### src/rtl/byte_strip_pkg.sv
// Shared constants for the byte striping/unstriping pair: K-code values,
// framing state encoding and the lane-count legality check.
package byte_strip_pkg;

    localparam logic [7:0] K_STP = 8'hFB;
    localparam logic [7:0] K_SDP = 8'h5C;
    localparam logic [7:0] K_END = 8'hFD;
    localparam logic [7:0] K_EDB = 8'hFE;
    localparam logic [7:0] K_COM = 8'hBC;
    localparam logic [7:0] K_SKP = 8'h1C;
    localparam logic [7:0] K_IDL = 8'h7C;

    typedef enum logic {
        FRAME_IDLE = 1'b0,
        FRAME_PKT  = 1'b1
    } frame_state_e;

    // Widest supported lane group; only 2 and 4 lanes are legal.
    localparam int LANES_MAX = 4;

    function automatic bit lanes_legal(input int n);
        return (n == 2) || (n == 4);
    endfunction

endpackage

### src/rtl/lane_group_fifo.sv
// Two-entry synchronous FIFO holding whole lane groups; full/empty come from
// a registered occupancy count so the producer never sees a same-cycle bypass.
module lane_group_fifo #(
    parameter int WIDTH = 36
) (
    input  logic             clk,
    input  logic             srst,
    input  logic             push,
    input  logic [WIDTH-1:0] push_data,
    input  logic             pop,
    output logic [WIDTH-1:0] head_data,
    output logic             full,
    output logic             empty
);

    logic [WIDTH-1:0] mem [2];
    logic             wr_ptr_reg;
    logic             rd_ptr_reg;
    logic [1:0]       count_reg;

    always_ff @(posedge clk) begin
        if (push) begin
            mem[wr_ptr_reg] <= push_data;
        end
    end

    always_ff @(posedge clk) begin
        if (srst) begin
            wr_ptr_reg <= 1'b0;
            rd_ptr_reg <= 1'b0;
            count_reg  <= 2'd0;
        end else begin
            if (push) begin
                wr_ptr_reg <= ~wr_ptr_reg;
            end
            if (pop) begin
                rd_ptr_reg <= ~rd_ptr_reg;
            end
            case ({push, pop})
                2'b10:   count_reg <= count_reg + 2'd1;
                2'b01:   count_reg <= count_reg - 2'd1;
                default: count_reg <= count_reg;
            endcase
        end
    end

    assign head_data = mem[rd_ptr_reg];
    assign full      = (count_reg == 2'd2);
    assign empty     = (count_reg == 2'd0);

endmodule

### src/rtl/byte_unstriping.sv
// Re-serializes lane groups into one byte per clock (lane 0 first) and checks
// STP/SDP..END/EDB framing. Optional macro BYTE_UNSTRIPING_SKP_DROP_EN squashes SKP bytes.
module byte_unstriping
    import byte_strip_pkg::*;
#(
    parameter int LANES = 4,
    parameter int BITS  = 8
) (
    input  logic             CLK,
    input  logic             RESET,
    input  logic [BITS-1:0]  LANE0,
    input  logic [BITS-1:0]  LANE1,
    input  logic [BITS-1:0]  LANE2,
    input  logic [BITS-1:0]  LANE3,
    input  logic [LANES-1:0] LANE_K,
    input  logic             IN_VALID,
    output logic             IN_READY,
    output logic [BITS-1:0]  D,
    output logic             DK,
    output logic             D_VALID,
    output logic             IN_PKT,
    output logic             FRAME_ERR
);

    localparam int IDX_W   = (LANES > 2) ? 2 : 1;
    localparam int ENTRY_W = LANES * (BITS + 1);
    localparam logic [IDX_W-1:0] LAST_IDX = IDX_W'(LANES - 1);

    logic [BITS-1:0]    lane_in [LANES_MAX];
    logic [BITS-1:0]    head_byte [LANES];
    logic [LANES-1:0]   head_k;
    logic [ENTRY_W-1:0] push_data;
    logic [ENTRY_W-1:0] head_data;
    logic               fifo_full;
    logic               fifo_empty;
    logic               push;
    logic               pop;

    logic [IDX_W-1:0]   idx_reg;
    logic [BITS-1:0]    d_reg;
    logic               dk_reg;
    logic               d_valid_reg;
    logic               frame_err_reg;
    logic               frame_err_next;
    frame_state_e       state_reg;
    frame_state_e       state_next;

    logic [BITS-1:0]    cur_byte;
    logic               cur_k;
    logic               emit;

    assign lane_in[0] = LANE0;
    assign lane_in[1] = LANE1;
    assign lane_in[2] = LANE2;
    assign lane_in[3] = LANE3;

    // Entry layout: lane bytes packed from bit 0 upward, K flags on top.
    generate
        for (genvar gi = 0; gi < LANES; gi++) begin : g_lane
            assign push_data[gi*BITS +: BITS] = lane_in[gi];
            assign head_byte[gi]              = head_data[gi*BITS +: BITS];
        end
    endgenerate
    assign push_data[ENTRY_W-1 -: LANES] = LANE_K;
    assign head_k                        = head_data[ENTRY_W-1 -: LANES];

    assign IN_READY = !RESET && !fifo_full;
    assign push     = IN_VALID && IN_READY;
    assign pop      = !fifo_empty && (idx_reg == LAST_IDX);

    lane_group_fifo #(
        .WIDTH(ENTRY_W)
    ) u_fifo (
        .clk      (CLK),
        .srst     (RESET),
        .push     (push),
        .push_data(push_data),
        .pop      (pop),
        .head_data(head_data),
        .full     (fifo_full),
        .empty    (fifo_empty)
    );

    assign cur_byte = head_byte[idx_reg];
    assign cur_k    = head_k[idx_reg];

`ifdef BYTE_UNSTRIPING_SKP_DROP_EN
    // A dropped SKP still burns its slot; it is invisible to framing.
    assign emit = !fifo_empty && !(cur_k && (cur_byte[7:0] == K_SKP));
`else
    assign emit = !fifo_empty;
`endif

    always_comb begin
        state_next     = state_reg;
        frame_err_next = 1'b0;
        if (emit) begin
            if (!cur_k) begin
                frame_err_next = (state_reg == FRAME_IDLE);
            end else begin
                case (cur_byte[7:0])
                    K_STP, K_SDP: begin
                        frame_err_next = (state_reg == FRAME_PKT);
                        state_next     = FRAME_PKT;
                    end
                    K_END, K_EDB: begin
                        frame_err_next = (state_reg == FRAME_IDLE);
                        state_next     = FRAME_IDLE;
                    end
                    K_IDL: begin
                        frame_err_next = (state_reg == FRAME_PKT);
                        state_next     = FRAME_IDLE;
                    end
                    K_COM, K_SKP: begin
                        state_next = state_reg;
                    end
                    default: begin
                        frame_err_next = 1'b1;
                    end
                endcase
            end
        end
    end

    always_ff @(posedge CLK) begin
        if (RESET) begin
            idx_reg       <= '0;
            d_reg         <= '0;
            dk_reg        <= 1'b0;
            d_valid_reg   <= 1'b0;
            frame_err_reg <= 1'b0;
            state_reg     <= FRAME_IDLE;
        end else begin
            d_valid_reg   <= emit;
            frame_err_reg <= frame_err_next;
            state_reg     <= state_next;
            if (emit) begin
                d_reg  <= cur_byte;
                dk_reg <= cur_k;
            end
            if (!fifo_empty) begin
                idx_reg <= (idx_reg == LAST_IDX) ? '0 : idx_reg + IDX_W'(1);
            end
        end
    end

    assign D         = d_reg;
    assign DK        = dk_reg;
    assign D_VALID   = d_valid_reg;
    assign FRAME_ERR = frame_err_reg;
    assign IN_PKT    = (state_reg == FRAME_PKT);

endmodule

### config.mk
export PLATFORM = sky130hd
export DESIGN_NAME = byte_unstriping
export DESIGN_NICKNAME = d
export VERILOG_FILES = /design/src/rtl/byte_strip_pkg.sv /design/src/rtl/lane_group_fifo.sv /design/src/rtl/byte_unstriping.sv
export SDC_FILE = /design/constraint.sdc
export NUM_CORES = 1
export LEC_CHECK = 0
export ABC_AREA = 1
export CORE_MARGIN = 4
export CORE_UTILIZATION = 61
export CTS_BUF_LIST = sky130_fd_sc_hd__clkbuf_8
export DETAILED_ROUTE_END_ITERATION = 6
export DONT_BUFFER_PORTS = 1
export GPL_TIMING_DRIVEN = 0
export PLACE_DENSITY = 0.77
export SYNTH_ARGS = -nofsm -noshare
export SYNTH_HDL_FRONTEND = slang
export SYNTH_SLANG_ARGS = --single-unit
### constraint.sdc
create_clock -name CLK -period 5.6 [get_ports CLK]
set_input_delay 0.56 -clock CLK [delete_from_list [all_inputs] [get_ports CLK]]
set_output_delay 0.56 -clock CLK [all_outputs]
set_load 0.01 [all_outputs]
==> summary.md, run 1 <==
| Metric | Value |
|---|---|
| VDD IR max | `256 uV` |
| Setup TNS | `0 ps` |
| Yosys warns | `0` |
| Crit path capture | `u_fifo.mem[0][12]` |
| CTS root buf | `clkbuf_8` |
| CP startpoint | `u_fifo.count_reg[0]` |
| Starting density of the core | `a little under two thirds` |
| CORE AREA | `6460 um^2` |
| Layout cells sized above 1 | `10.2%` |
| Vias | `2864` |
| Global route overflow | `0` |
| P&R area growth vs syn | `8.64%` |
| Largest register FFs | `72` |
| Post-synthesis async set-or-reset flop share | `0%` |
| Final wirelength | `around 8000 um` |
| Cell Pwr Density | `~300 nW/um^2` |
| Post-synthesis compound-gate area fraction | `around 5.2%` |
| Post-Synth Adder-Cell Area | `less than 1%` |
| FILL cells | `about 510` |
| Clk Latency, worst-skew pair | `~350 ps` |
| Final Skew | `between 8 and 9 ps` |
| Tightest Pin Transition | `between 500 and 600 ps` |
| Synth area leaders | `edfxtp_1 (52%), nand2_1 (12%), dfxtp_1 (9.2%)` |
| Largest net degree at the start of global routing | `27` |
| Post-CTS setup buffer count | `0` |
| WL/cell | `~15 um` |
| Netlist Area Pre-Place | `between 4000 and 5000 um^2` |
| Final min period | `a little over 2000 ps` |
| Initial antenna violation count | `0` |
| Worst reg-to-reg path cell count | `5` |
| Final Power | `1.38 mW` |
| Mean Syn Cell Area | `9.34 um^2` |
| R2r startpoint | `u_fifo.count_reg[0]` |
| Top_reg_cell synth | `edfxtp_1` |
| DRT Pass-1 Iters | `5` |
| Outcome | `complete, no violations` |
| CP peak stage delay | `roughly 480 ps` |
| Clock-pin slew on the worst setup and hold paths | `approximately 80 ps` |
| Hold Crit Depth | `1` |
| RSZ-0062 raised after global routing | `no` |
| Rel. slew slack | `roughly 64%` |
| Post-synth top area share | `a little over half` |
| CP Max Fanout | `23` |
| Post-synth top area cell | `edfxtp_1` |
| Hold Fails Final Rpt | `0` |
| GPL Wtd Cong | `around 0.87` |
| Seq/Total Area, Yosys | `61.6%` |
| Pre-CTS setup slack | `3420 ps` |
| Post-route ant nets | `0` |
| Count of cell types in the netlist | `25` |
| Worst r2r dst | `u_fifo.mem[0][12]` |
| Leak | `slightly above 2 nW` |
| CTS Buffer Depth | `2` |
| CTS tree | `done` |
| Crit Path Class | `flip-flop to flip-flop` |
| I/O pin count | `52` |
| Slew Viols, Final | `0` |
| Die W | `roughly 90 um` |
| Largest family of logic cells by synthesized area | `simple AND/OR/NAND/NOR gates` |
| Biggest register | `u_fifo.mem` |
| First-pass GRT wire length | `between 10000 and 15000 um` |
| Post_cts resized | `0` |
| Number of synthesized register bits | `just over 90` |
| Max Cap Viol | `0` |
| Slowest CP cell | `nor2_4` |
| Cell Rows | `29` |
| CP startpoint kind | `flip-flop` |
| Mux share of post-synthesis cell area | `0%` |
| H-tree Lvls | `3` |
| Post-CTS Hold Buffers | `0` |
| DRT iter0 DRCs | `a little over 200` |
| Hold_ws | `about 270 ps` |
| Post-synth EDFFs | `72` |
| CP Capture Type | `flip-flop` |
| Die Area | `8140 um^2` |
| Gr usage total | `around 21%` |
| Mapped Nets | `between 400 and 500` |
| Synth Area in XOR/XNOR | `0%` |
| Die height | `90.2 um` |
| Layout Nets | `just under 500` |
| Port Buf Inserts | `0` |
| Clk sinks | `91` |
| Period utilisation layout | `36.2%` |
| Total CTS buffers | `9` |
| Post-Synth Simple-Gate Area | `around 22%` |
| Reg2Reg Setup Slack | `3570 ps` |
| Drt drc | `0` |
| Cells after Synth | `between 400 and 500` |
| Hold Path Class | `primary input to flip-flop` |
| Final setup fails | `0` |
| Number of global-route vias before repair | `around 2800` |
| Vias per cell | `5.33` |
| Setup ws final | `between 3000 and 4000 ps` |
| Critical path arrival | `2090 ps` |
| Diodes inserted | `0` |
| Placed wire-length estimate | `about 5600 um` |
| Fmax | `494 MHz` |
| WP data required | `5660 ps` |
| CP Cell Sequence | `inv_1 > a21oi_1 > nand2_1 > nor2_4 > buf_16` |
==> power by group <==
| group | internal [mW] | switching (mW) | leakage, nW | total (mW) |
|---|---|---|---|---|
| logic | 0.0526 | 0.112 | 1.09 | 0.165 |
| registers | 0.760 | 0.0165 | 0.817 | 0.777 |
| clock network | 0.225 | 0.211 | 0.113 | 0.437 |
| total | 1.04 | 0.340 | 2.02 | 1.38 |
==> per-layer routing <==
| metal | global-route usage, % | share of wire (%) | vias to the layer above |
|---|---|---|---|
| met5 | 0 | 0 | - |
| met4 | 9.44 | 2.7 | 0 |
| met3 | 6.59 | 6.6 | 18 |
| met2 | 32.8 | 48 | 99 |
| met1 | 26.3 | 43 | 1306 |
| li1 | - | - | 1441 |
==> worst min-delay path by stage <==
stage / startpoint / to
final: RESET / DK
after detailed placement: u_fifo.rd_ptr_reg / u_fifo.rd_ptr_reg
after global routing: RESET / idx_reg[0]
after global placement: u_fifo.rd_ptr_reg / u_fifo.rd_ptr_reg
after CTS: RESET / DK
after floorplan: u_fifo.rd_ptr_reg / flip-flop
==> metrics by stage <==
step / utilization (%) / cells / instance area (um^2)
5_1_grt: 69.4 / 537 / 4480
6_report: 69.4 / 537 / 4480
4_1_cts: 69.4 / 537 / 4480
3_5_place_dp: 66.4 / 521 / 4290
2_1_floorplan: - / 442 / 4130
3_3_place_gp: 65.4 / 519 / 4220
==> synthesized netlist by cell type, drive strengths merged (2+ instances only) <==
cell type	n
nor2	24
inv	77
nand2	139
ha	2
o22ai	2
a21oi	19
edfxtp	72
dfxtp	19
o21ai	18
nand3	50
buf	15
==> area by class of cell <==
cell class,instances,area (um^2),area share [%]
clock inverters,5,46.3,1.03
inverters,77,297,6.61
clock buffers,11,151,3.38
multi-input cells,258,1180,26.2
well taps,77,96.3,2.15
repair buffers,2,47.5,1.06
plain buffers,16,126,2.82
flip-flops and latches,91,2540,56.7
==> critical path, delay by kind of cell, from the launching register on <==
| kind | cells | cell delay, ps |
|---|---|---|
| flops | 1 | 360 |
| buf+inv | 2 | 320 |
| simple gates | 2 | 750 |
| compound gates | 1 | 290 |
==> cells by family after synthesis <==
family,after synthesis
AND/OR/NAND/NOR,215
buffers and inverters,93
flip-flops,91
AO/OA/AOI/OAI,41
adder cells (fa/ha/maj),2
==> cells in the final DEF (no fill, tap or decap), drive strengths merged <==
cell	Yosys	layout
o21ai	18	18
nand3	50	50
ha	2	2
o21a	1	1
and3	1	1
edfxtp	72	72
a211oi	1	1
inv	77	80
buf	15	17
nor3	1	1
nor2	24	24
a21oi	19	19
dfxtp	19	19
o22ai	2	2
bufinv	0	1
clkinv	0	1
clkbuf	1	12
nand2	139	139
(Power assumes the default switching activity.)
==> run 2: changes to the inputs <==
==> constraint.sdc (replaced) <==
create_clock -name CLK -period 2.02 [get_ports CLK]
set_input_delay 0.202 -clock CLK [delete_from_list [all_inputs] [get_ports CLK]]
set_output_delay 0.202 -clock CLK [all_outputs]
set_load 0.01 [all_outputs]
==> run 2 against run 1 <==
Compared with the run above:
- die area stayed put
- flip-flop and latch count is the same
- combinational power grew to 3.2 times the previous value
- first-iteration DRC count rose by 2.5%
- clock skew shrank 0.69 ps
- sequential share of layout area shrank 4.6 points
- register-to-register slack worse by 3400 ps
- via count up 5.5%
- largest power group unchanged
==> summary.md, run 2 (synthesis results as in run 1) <==
| Metric | Value |
|---|---|
| Final min period | `1860 ps (-166 ps)` |
| Largest net degree at the start of global routing | `25 (-7.4%)` |
| Leak | `2.17 nW (+7.4%)` |
| Most common cell after layout, fill and taps aside | `nand2_1` |
| Gr usage total | `22.0% (+1.2 points)` |
| Met2 global-route usage | `38.7% (+5.9 points)` |
| Tightest Pin Transition | `492 ps (-41.3 ps)` |
| Cell Pwr Density | `792 nW/um^2 (+160%)` |
| CTS root buf | `clkbuf_8` |
| Most frequent cells in the layout | `nand2_1 (134), inv_1 (75), edfxtp_1 (72), nand3_1 (45), dlygate4sd3_1 (37)` |
| Fin util | `75.6% (+6.2 points)` |
| DP Cell Count | `521 (unchanged)` |
| Final setup fails | `0 (unchanged)` |
| DRT Pass-1 Iters | `5 (unchanged)` |
| Met1 usage | `26.0% (-0.21 points)` |
| Biggest register | `u_fifo.mem` |
| Die Area | `8140 um^2 (unchanged)` |
| Initial antenna violation count | `0 (unchanged)` |
| Layout cells sized above 1 | `10.4% (+0.18 points)` |
| CORE AREA | `6460 um^2 (unchanged)` |
| Hold Fails Final Rpt | `0 (unchanged)` |
| Critical path arrival | `2120 ps (+30 ps)` |
| Die W | `90.2 um (unchanged)` |
| Period utilisation layout | `92.1% (+56 points)` |
| Met3 usage | `4.67% (-1.9 points)` |
| Rel. slew slack | `67.1% (+2.7 points)` |
| Port Buf Inserts | `0 (unchanged)` |
| CP Max Fanout | `10 (-57%)` |
| Clock-pin slew on the worst setup and hold paths | `80 ps (about the same)` |
| Largest register FFs | `72 (unchanged)` |
| Total CTS buffers | `9 (unchanged)` |
| CP startpoint kind | `flip-flop` |
| Vias | `3022 (+5.5%)` |
| Starting density of the core | `63.9% (unchanged)` |
| Layout Nets | `536 (+8.1%)` |
| Final Instance Count excl. Fillers | `577 (+7.4%)` |
| Global route overflow | `0 (unchanged)` |
| Final wirelength | `8640 um (+7.6%)` |
| Max Cap Viol | `0 (unchanged)` |
| DRT iter0 DRCs | `209 (+2.5%)` |
| Die height | `90.2 um (unchanged)` |
| Outcome | `complete, no violations` |
| Post-route ant nets | `0 (unchanged)` |
| P&R area growth vs syn | `18.3%` |
| RSZ-0062 raised after global routing | `no` |
| Number of global-route vias before repair | `2983 (+7.5%)` |
| WL/cell | `15.0 um (+0.13%)` |
| CP Capture Type | `flip-flop` |
| Fmax | `538 MHz (+8.9%)` |
| I/O pin count | `52 (unchanged)` |
| Diodes inserted | `0 (unchanged)` |
| Slew Viols, Final | `0 (unchanged)` |
| Placed wire-length estimate | `5750 um (+2.4%)` |
| CTS Buffer Depth | `2 (unchanged)` |
| VDD IR max | `568 uV (+120%)` |
| Finished Cell Area | `4880 um^2 (+8.9%)` |
| H-tree Lvls | `3 (unchanged)` |
| Hold Path Class | `primary input to flip-flop` |
| CTS tree | `done` |
| Final Skew | `7.76 ps (-0.689 ps)` |
| Vias per cell | `5.24 (-1.8%)` |
| Top Usage Layer GRT | `met2` |
| Cell Rows | `29 (unchanged)` |
| Clk sinks | `91 (unchanged)` |
| WP data required | `2280 ps (-3380 ps)` |
| GPL Wtd Cong | `0.887 (+2.2%)` |
| Placed inst area | `4280 um^2 (-0.18%)` |
| Clk Latency, worst-skew pair | `350 ps (about the same)` |
| First-pass GRT wire length | `14100 um (+6.8%)` |
| Drt drc | `0 (unchanged)` |
| Crit Path Class | `flip-flop to flip-flop` |
run 2: cell types whose count changed in the layout (fill, tap and decap cells not counted), sizes merged:
cell / previous run / this run
dlygate4sd3: 0 / 37
buf: 17 / 19
clkbuf: 12 / 11
inv: 80 / 79
clkinvlp: 0 / 3
run 2: report_power, final:
part / leakage (nW) / internal, mW / switching (mW) / total, mW
Combinational: 1.26 / 0.201 / 0.334 / 0.535
Sequential: 0.817 / 2.11 / 0.0475 / 2.15
Clock: 0.0907 / 0.567 / 0.611 / 1.18
run 2: final timing paths:
check	start	to	slack [ps]	cells after the start
max	idx_reg[1]	FRAME_ERR	160	14
max reg2reg	idx_reg[1]	FRAME_ERR	160	14
min	RESET	idx_reg[1]	50	3
min reg2reg	u_fifo.rd_ptr_reg	u_fifo.rd_ptr_reg	460	1
run 2: worst max-delay path, stage by stage (launching register included):
cell	delay, ps
dfxtp_1	330
buf_2	180
inv_2	190
buf_2	270
nand2_1	80
nand2_1	110
nand2_1	80
nor2_1	110
nand2_1	70
nand2_1	100
nor2_1	50
nand2_1	50
nand3_1	60
nand2_1	60
inv_1	30
run 2: cell type report:
type / count / area (um^2)
sequential: 91 / 2540
fill: 466 / 1580
multi-input combinational: 258 / 1180
timing repair buffer: 42 / 445
inverter: 77 / 297
buffer: 16 / 131
clock buffer: 9 / 124
tap: 77 / 96.3
clock inverter: 7 / 68.8
run 2: through the flow:
stage	setup slack [ps]	setup TNS, ps	power, mW	hold WS [ps]
2_1_floorplan	-207	-14900	2.52	271
4_1_cts	3.14	0	3.87	40.1
6_report	160	0	3.87	51.6
3_5_place_dp	1.75	0	2.65	275
5_1_grt	1.93	0	4.03	76.4
3_3_place_gp	-806	-57170	2.62	272
run 2: per-layer routing:
| layer | part of all wire [%] | up-vias | wire, um |
|---|---|---|---|
| li1 | - | 1523 | - |
| met1 | 41 | 1378 | 3580 |
| met2 | 50 | 107 | 4340 |
| met3 | 6.1 | 14 | 530 |
| met4 | 2.1 | 0 | 184 |
| met5 | 0 | - | 0 |
run 2: repair_timing:
item / 4_1_cts / 5_1_grt
pin swaps: 1 / 1
gates resized for setup: 0 / 4
cloned: 0 / 0
hold endpoints to repair: 76 / 0
endpoints found under the setup margin: 24 / 26
setup buffers: 1 / 2
hold buffers: 37 / 0
==> run 3: changes to the inputs <==
--- a/config.mk
+++ b/config.mk
@@ -13,6 +13,7 @@
 export DONT_BUFFER_PORTS = 1
 export GPL_TIMING_DRIVEN = 0
 export PLACE_DENSITY = 0.77
+export SETUP_SLACK_MARGIN = 0.1
 export SYNTH_ARGS = -nofsm -noshare
 export SYNTH_HDL_FRONTEND = slang
 export SYNTH_SLANG_ARGS = --single-unit
==> run 3 against run 2 <==
Compared with the run above:
- global-route usage rose by 0.10 points
- non-clock buffer count rose by 1
- critical path depth rose by 2
- core utilization rose by 1.1 points
- clock power barely moved
- combinational power rose by 5.2%
- clock skew barely moved
- register-to-register slack improved by 60 ps
- worst hold slack barely moved
- sequential power barely moved
- flip-flop and latch count did not move
- via count rose by 1.4%
- critical path type unchanged
==> summary.md, run 3 (synthesis results as in run 1) <==
| Metric | Value |
|---|---|
| WP data required | `2280 ps (about the same)` |
| Clk Latency, worst-skew pair | `350 ps (about the same)` |
| Post-route ant nets | `0 (unchanged)` |
| Layout cells sized above 1 | `12.6% (+2.2 points)` |
| Gr usage total | `22.1% (+0.10 points)` |
| Starting density of the core | `63.9% (unchanged)` |
| CP peak stage delay | `350 ps (+20 ps)` |
| Total CTS buffers | `9 (unchanged)` |
| Final wirelength | `8830 um (+2.2%)` |
| P&R area growth vs syn | `20.1%` |
| WL/cell | `15.3 um (+2.0%)` |
| DRT Pass-1 Iters | `5 (unchanged)` |
| CP Max Fanout | `10 (unchanged)` |
| Final Skew | `7.83 ps (+0.0714 ps)` |
| Number of global-route vias before repair | `2983 (unchanged)` |
| Tightest Pin Transition | `419 ps (-72.6 ps)` |
| Hold Fails Final Rpt | `0 (unchanged)` |
| Hold_ws | `51.9 ps (+0.212 ps)` |
| Layout Nets | `537 (+0.19%)` |
| VDD IR max | `566 uV (-0.31%)` |
| Global route overflow | `0 (unchanged)` |
| Period utilisation layout | `89.4% (-2.7 points)` |
| Crit Path Class | `flip-flop to flip-flop` |
| Fmax | `554 MHz (+3.1%)` |
| Leak | `2.19 nW (+0.80%)` |
| Placed inst area | `4280 um^2 (unchanged)` |
| Vias per cell | `5.30 (+1.2%)` |
| Vias | `3064 (+1.4%)` |
| Largest register FFs | `72 (unchanged)` |
| Rel. slew slack | `72.0% (+5.0 points)` |
| Most frequent cells in the layout | `nand2_1 (130), inv_1 (74), edfxtp_1 (72), nand3_1 (43), dlygate4sd3_1 (37)` |
| CP Cell Sequence | `buf_8 > inv_2 > buf_6 > nand3_1 > nand2_1 > nand2_1 > nand2_1 > nand2_2 > inv_2 > nand2_1 > nor2_4 > nor2_1 > nand2_1 > nand3_1 > nand2_1 > inv_1` |
| Clk sinks | `91 (unchanged)` |
| Cell Pwr Density | `786 nW/um^2 (-0.73%)` |
| RSZ-0062 raised after global routing | `yes` |
| Most common cell after layout, fill and taps aside | `nand2_1` |
| Final Instance Count excl. Fillers | `578 (+0.17%)` |
| Die Area | `8140 um^2 (unchanged)` |
| CTS Buffer Depth | `2 (unchanged)` |
| Biggest register | `u_fifo.mem` |
| H-tree Lvls | `3 (unchanged)` |
| Initial antenna violation count | `0 (unchanged)` |
| Max Cap Viol | `0 (unchanged)` |
| Outcome | `complete, no violations` |
| Largest net degree at the start of global routing | `25 (unchanged)` |
| Placed wire-length estimate | `5750 um (unchanged)` |
| Final min period | `1800 ps (-55.4 ps)` |
| CTS root buf | `clkbuf_8` |
| Slew Viols, Final | `0 (unchanged)` |
| CP most frequent cell | `nand2_1` |
| Finished Cell Area | `4960 um^2 (+1.5%)` |
| GPL Wtd Cong | `0.887 (unchanged)` |
| Die W | `90.2 um (unchanged)` |
| CP Capture Type | `flip-flop` |
| Die height | `90.2 um (unchanged)` |
| CORE AREA | `6460 um^2 (unchanged)` |
| Final setup fails | `0 (unchanged)` |
| Hold Path Class | `primary input to flip-flop` |
| Port Buf Inserts | `0 (unchanged)` |
| Critical path arrival | `2060 ps (-60 ps)` |
| First-pass GRT wire length | `14100 um (+0.29%)` |
| CP startpoint kind | `flip-flop` |
| Diodes inserted | `0 (unchanged)` |
| Clock-pin slew on the worst setup and hold paths | `80 ps (about the same)` |
| Cell Rows | `29 (unchanged)` |
| DP Cell Count | `521 (unchanged)` |
| DRT iter0 DRCs | `209 (unchanged)` |
| I/O pin count | `52 (unchanged)` |
| Drt drc | `0 (unchanged)` |
| Slowest CP cell | `dfxtp_2` |
| CTS tree | `done` |
run 3: changes by cell type in the layout (fill, tap and decap cells not counted), sizes merged:
| cell | previous run | this run |
|---|---|---|
| clkbuf | 11 | 12 |
run 3: final timing paths:
check | slack, ps | startpoint | endpoint | cells past startpoint
max reg2reg | 220 | idx_reg[0] | FRAME_ERR | 16
min | 50 | RESET | idx_reg[1] | 3
min reg2reg | 470 | u_fifo.rd_ptr_reg | u_fifo.rd_ptr_reg | 1
max | 220 | idx_reg[0] | FRAME_ERR | 16
run 3: per-layer routing:
| metal | GRT usage [%] | wire, um | vias to the layer above |
|---|---|---|---|
| met1 | 26.1 | 3630 | 1417 |
| li1 | - | - | 1525 |
| met5 | 0 | 0 | - |
| met3 | 4.67 | 550 | 12 |
| met4 | 8.80 | 148 | 0 |
| met2 | 39.3 | 4500 | 110 |
run 3: cell type report:
cell class / instances / area, um^2
clock inverters: 7 / 68.8
multi-input cells: 258 / 1210
repair buffers: 43 / 463
clock buffers: 9 / 124
plain buffers: 16 / 151
well taps: 77 / 96.3
inverters: 77 / 299
flip-flops and latches: 91 / 2540
fillers: 452 / 1500
run 3: critical path, delay by kind of cell, from the launching register on:
kind / cells / cell delay, ps
buffers and inverters: 5 / 450
DFF: 1 / 350
and+or+nand+nor: 11 / 900
run 3: report_power, final:
part / internal (mW) / total [mW] / switching (mW)
Clock: 0.567 / 1.18 / 0.611
Combinational: 0.216 / 0.563 / 0.347
Sequential: 2.11 / 2.16 / 0.0489
Total: 2.89 / 3.90 / 1.01
run 3: through the flow:
step / power (mW) / util [%] / setup slack, ps / TNS [ps]
2_1_floorplan: 2.52 / - / -207 / -14900
3_5_place_dp: 2.65 / 66.2 / 1.75 / 0
6_report: 3.90 / 76.7 / 215 / 0
5_1_grt: 4.06 / 76.7 / 54.7 / 0
3_3_place_gp: 2.62 / 65.5 / -806 / -57170
4_1_cts: 3.87 / 75.6 / 127 / 0
run 3: repair_timing:
action / in CTS / in global routing
cloned: 0 / 1
endpoints found under the setup margin: 49 / 3
hold buffers: 37 / 0
buffers inserted: 2 / 1
pin swaps: 2 / 0
gates resized for setup: 1 / 21
hold endpoints to repair: 76 / 0
